<file path="src/rtl/booth_pkg.sv">
// Shared types for the sequential Booth multiplier: controller states, Booth
// operation encoding and the radix-2 recode helper.
package booth_pkg;

  typedef enum logic [1:0] {
    StIdle,
    StRun,
    StDone
  } state_e;

  typedef enum logic [1:0] {
    OpNop,
    OpAdd,
    OpSub
  } booth_op_e;

  // Radix-2 Booth recode of the current multiplier bit and the previous one.
  function automatic booth_op_e booth_recode(input logic q0, input logic e);
    booth_op_e op;
    case ({q0, e})
      2'b10:   op = OpSub;
      2'b01:   op = OpAdd;
      default: op = OpNop;
    endcase
    return op;
  endfunction

endpackage

</file>
<file path="src/rtl/booth_step.sv">
// One combinational Booth iteration: conditional add/subtract of the
// multiplicand into the accumulator, then arithmetic right shift of {acc,q}.
module booth_step
  import booth_pkg::*;
#(
  parameter int unsigned WIDTH = 4
) (
  input  logic [WIDTH:0]   acc,
  input  logic [WIDTH-1:0] q,
  input  logic             e,
  input  logic [WIDTH:0]   m,
  output logic [WIDTH:0]   acc_next,
  output logic [WIDTH-1:0] q_next,
  output logic             e_next
);

  logic [WIDTH:0] sum;

  // Recode, add/subtract, then shift the combined register right by one.
  always_comb begin
    sum = acc;
    case (booth_recode(q[0], e))
      OpAdd:   sum = acc + m;
      OpSub:   sum = acc - m;
      default: sum = acc;
    endcase
    {acc_next, q_next} = {sum[WIDTH], sum, q[WIDTH-1:1]};
    e_next             = q[0];
  end

endmodule

</file>
<file path="src/rtl/booth_seq_mult_ctrl.sv">
// Sequential radix-2 Booth multiplier with valid/ready handshakes on both
// sides. One recode/add/shift iteration per clock through a shared booth_step.
// Optional macro BOOTH_ZERO_SKIP_EN: a zero operand at the handshake jumps
// straight to DONE with a zero product (same result, shorter latency).
module booth_seq_mult_ctrl
  import booth_pkg::*;
#(
  parameter  int unsigned WIDTH = 4,
  localparam int unsigned CNT_W = $clog2(WIDTH + 1)
) (
  input  logic                 clk,
  input  logic                 rst,
  input  logic                 in_valid,
  output logic                 in_ready,
  input  logic [WIDTH-1:0]     a,
  input  logic [WIDTH-1:0]     b,
  output logic                 out_valid,
  input  logic                 out_ready,
  output logic [2*WIDTH-1:0]   product,
  output logic                 busy
);

  state_e state_q, state_d;

  // acc is one bit wider than the operands so -M of the most negative b fits.
  logic [WIDTH:0]       acc_q;
  logic [WIDTH-1:0]     q_q;
  logic                 e_q;
  logic [WIDTH:0]       m_q;
  logic [CNT_W-1:0]     cnt_q;
  logic [2*WIDTH-1:0]   product_q;

  logic [WIDTH:0]       acc_s;
  logic [WIDTH-1:0]     q_s;
  logic                 e_s;

  logic                 load;
  logic                 step_en;
  logic                 last_step;
  logic                 zero_done;

  booth_step #(
    .WIDTH (WIDTH)
  ) u_step (
    .acc      (acc_q),
    .q        (q_q),
    .e        (e_q),
    .m        (m_q),
    .acc_next (acc_s),
    .q_next   (q_s),
    .e_next   (e_s)
  );

  // Handshake outputs are masked during reset so nothing transfers in that cycle.
  assign in_ready  = (state_q == StIdle) && !rst;
  assign out_valid = (state_q == StDone) && !rst;
  assign busy      = (state_q != StIdle);
  assign product   = product_q;

  // Next-state and datapath control decode.
  always_comb begin
    state_d   = state_q;
    load      = 1'b0;
    step_en   = 1'b0;
    last_step = 1'b0;
    zero_done = 1'b0;
    case (state_q)
      StIdle: begin
        if (in_valid && in_ready) begin
          load = 1'b1;
`ifdef BOOTH_ZERO_SKIP_EN
          if ((a == '0) || (b == '0)) begin
            zero_done = 1'b1;
            state_d   = StDone;
          end else begin
            state_d = StRun;
          end
`else
          state_d = StRun;
`endif
        end
      end
      StRun: begin
        step_en = 1'b1;
        if (cnt_q == CNT_W'(WIDTH - 1)) begin
          last_step = 1'b1;
          state_d   = StDone;
        end
      end
      StDone: begin
        if (out_ready) begin
          state_d = StIdle;
        end
      end
      default: state_d = StIdle;
    endcase
  end

  // Controller state register.
  always_ff @(posedge clk) begin
    if (rst) begin
      state_q <= StIdle;
    end else begin
      state_q <= state_d;
    end
  end

  // Operand capture, per-cycle Booth iteration and product capture.
  always_ff @(posedge clk) begin
    if (rst) begin
      acc_q     <= '0;
      q_q       <= '0;
      e_q       <= 1'b0;
      m_q       <= '0;
      cnt_q     <= '0;
      product_q <= '0;
    end else if (load) begin
      acc_q <= '0;
      q_q   <= a;
      e_q   <= 1'b0;
      m_q   <= {b[WIDTH-1], b};
      cnt_q <= '0;
      if (zero_done) begin
        product_q <= '0;
      end
    end else if (step_en) begin
      acc_q <= acc_s;
      q_q   <= q_s;
      e_q   <= e_s;
      cnt_q <= cnt_q + CNT_W'(1);
      // acc_s MSB only duplicates the sign after the final shift.
      if (last_step) begin
        product_q <= {acc_s[WIDTH-1:0], q_s};
      end
    end
  end

endmodule

</file>
<file path="config.mk">
export PLATFORM = sky130hd
export DESIGN_NAME = booth_seq_mult_ctrl
export DESIGN_NICKNAME = d
export VERILOG_FILES = /design/src/rtl/booth_pkg.sv /design/src/rtl/booth_step.sv /design/src/rtl/booth_seq_mult_ctrl.sv
export SDC_FILE = /design/constraint.sdc
export NUM_CORES = 1
export LEC_CHECK = 0
export CORE_UTILIZATION = 40
export DETAILED_ROUTE_END_ITERATION = 10
export HOLD_SLACK_MARGIN = 0.08
export PLACE_DENSITY = 0.62
export SLEW_MARGIN = 20
export SYNTH_ARGS = -nofsm -noshare
export SYNTH_HDL_FRONTEND = slang
export SYNTH_SLANG_ARGS = --single-unit
</file>
<file path="constraint.sdc">
create_clock -name clk -period 2.92 [get_ports clk]
set_clock_uncertainty 0.1 [all_clocks]
set_input_delay 0.584 -clock clk [delete_from_list [all_inputs] [get_ports clk]]
set_output_delay 0.584 -clock clk [all_outputs]
set_load 0.03 [all_outputs]
</file>
==> impl_metrics.ini <==
[status]
status = finished, final reports clean

[cells_and_area]
drive_gt1_frac = 0.0659
fin_area_um2 = 1600
fillers = 327
areaGrowthSynthToFinish_pct = 19.6
fin_cells = 226
nNetsFinal = 204
insertedDiodeCount = 0

[grt]
grt_max_degree = 17
antenna_found_initial = 0
grt_pass1_wl_mm = 4.77
grtUsageTotal = 0.179
grt_pass1_vias = 1086
grt-ovfl-total = 0

[floorplan]
chipHeight_um = 59.8
fp.dieArea_um2 = 3580
initial_utilization = 0.431
io_pins = 23
die_w_um = 59.8
rows = 20
core_area_um2 = 3100

[setup_path]
path_max_fanout = 5
critPathKind = reg2reg
start_kind = register
path_buf_inv = 0
critPathRequiredTime_ns = 3.09
cp-end-kind = register
worstPathArrival_ns = 2.78
crit_chain = ha_1 -> mux2_2 -> fa_1 -> nand2b_1 -> a21oi_2 -> xnor2_1 -> or4_1 -> a21oi_1
slowest_delay_ns = 0.43
crit_slowest_cell = fa_1
cp_top_family = adder cells

[routing]
final_antenna_net_count = 0
drt_iter0_markers = 65
viasPerCell = 5.04
wl_per_cell_um = 12.6
dr.pass1.iters = 4
vias = 1139
drc_errors = 0
drt_wl_total_mm = 2.84

[yosys]
post-synth-top-area-fraction = 0.389
postSynthAreaPerCell_um2 = 8.21
ys_top_cells_by_area = dfxtp_1, nand2_1, ha_1
synth_area_leader_cell = dfxtp_1
async_flop_share = 0
syn_inst = 163
synth_ff_type = dfxtp_1
synth-seq-area-share = 0.389
yosys_register_bits = 26
syn_nets = 184
yosysWarnings = 0
syn_area_um2 = 1340
synth_edf_count = 0
ys_types = 36

[sta]
post-route-period-util = 0.893
finalCriticalPeriod_ns = 2.61
drv_slew = 0
hold_viol = 0
max_freq_mhz = 383
slew_headroom = 0.524
rsz0062_at_grt = no
setup_violations = 0
worst_pin_slew_ns = 0.711
tns_ns = 0

[clock_network]
cts_max_level = 1
numCtsBuffers = 3
worstSkewPairLatency_ns = 0.33
cts_setup_buffers = 0
clock_path_buffers = 2
tritoncts = built
post_cts_resize_count = 0
clkTransAtPathRegs_ns = 0.14
root_buffer = clkbuf_4
hold_buffers = 0
cts_sinks = 26

[hold_path]
hold_path.class = reg2reg

[power]
power_mw = 0.724
combPwrFrac = 0.219
seq_power_share = 0.525
swShare = 0.286
intPower_mw = 0.517
power.clock.fraction = 0.257
p_leak_nw = 0.593
p_sw_mw = 0.207
max-vdd-ir-drop_uv = 221
pwr_density_cell_nw_per_um2 = 452

[flow_run]
maxCapViolCount = 0

[placed_design]
hpwl_mm = 2.06
portBuffers = 22
dp_cells = 222
dpl_cell_area_um2 = 1560
gp_congestion = 0.754
-- routing by layer --
layer  global-route usage  part of all wire  vias to the layer above
met5                    0                 0                        -
met3               0.0390             0.051                        6
met1                0.230              0.47                      514
li1                     -                 -                      590
met2                0.287              0.46                       29
met4               0.0764             0.020                        0
-- tightest hold or removal path, stage by stage (launching register included) --
cell and delay (ns):
dfxtp_1 0.33, nand2_1 0.05, a21oi_1 0.05
-- layout by cell type (no fill, tap or decap), drive strengths merged, types with 2 or more instances in the layout --
master,count
xnor2,4
clkdlybuf4s50,20
ha,8
inv,10
a22o,2
nor3,3
a211oi,4
nand2b,4
a311oi,2
dfxtp,26
nor2,19
and2,2
xor2,2
o21ai,4
a21oi,20
a21o,2
nand2,28
a22oi,2
clkbuf,4
buf,4
mux2i,2
-- cell type report --
class,instances,area (um^2),share of cell area
Inverter,10,37.5,0.0235
Multi-Input combinational cell,118,721,0.450
Timing Repair Buffer,24,230,0.144
Tap cell,44,55.1,0.0344
Clock buffer,4,36.3,0.0227
Sequential cell,26,520,0.325
-- stage by stage --
| stage | util | hold slack [ns] | worst slack, ns |
|---|---|---|---|
| 2_1_floorplan | - | 0.336 | 0.498 |
| 3_3_place_gp | 0.504 | 0.344 | 0.435 |
| 3_5_place_dp | 0.504 | 0.346 | 0.328 |
| 4_1_cts | 0.516 | 0.365 | 0.282 |
| 5_1_grt | 0.516 | 0.384 | 0.105 |
| 6_report | 0.516 | 0.362 | 0.311 |
-- flip-flops by register name, indices dropped and copies added, names as in the netlist --
register,flops
acc_q,4
state_q,2
m_q,4
product,8
e_q,1
q_q,4
cnt_q,3
-- synth_stat cells (3+ instances only) --
| library cell | n |
|---|---|
| nor2_1 | 19 |
| o21ai_0 | 4 |
| ha_1 | 8 |
| a21oi_1 | 18 |
| xnor2_1 | 4 |
| inv_1 | 10 |
| clkbuf_1 | 3 |
| dfxtp_1 | 26 |
| nand2b_1 | 4 |
| a211oi_1 | 4 |
| nand2_1 | 28 |
-- power by group through the flow --
stage / Combinational (mW) / Clock, mW / Sequential (mW)
after floorplan: 0.122 / 0 / 0.383
after global placement: 0.156 / 0 / 0.386
after detailed placement: 0.159 / 0 / 0.387
after CTS: 0.160 / 0.192 / 0.379
after global routing: 0.178 / 0.203 / 0.382
final: 0.158 / 0.186 / 0.380
-- logic make-up after synthesis --
logic type / share of synthesized area
AND/OR/NAND/NOR: 0.196
buffers and inverters: 0.0720
AO/OA/AOI/OAI: 0.191
multiplexers: 0.0234
adder cells (fa/ha/maj): 0.0898
XOR/XNOR: 0.0393
flip-flops: 0.389
-- worst paths after layout --
path / from / endpoint / slack [ns] / cells past startpoint
worst max-delay path: q_q[0]$_SDFFE_PP0P_ / acc_q[3]$_SDFFE_PP0P_ / 0.31 / 8
worst max register to register: q_q[0]$_SDFFE_PP0P_ / acc_q[3]$_SDFFE_PP0P_ / 0.31 / 8
worst min register to register: product[0]$_SDFFE_PP0P_ / product[0]$_SDFFE_PP0P_ / 0.36 / 2
worst min-delay path: product[0]$_SDFFE_PP0P_ / product[0]$_SDFFE_PP0P_ / 0.36 / 2
Note: power is estimated with default switching activity, not from simulation.
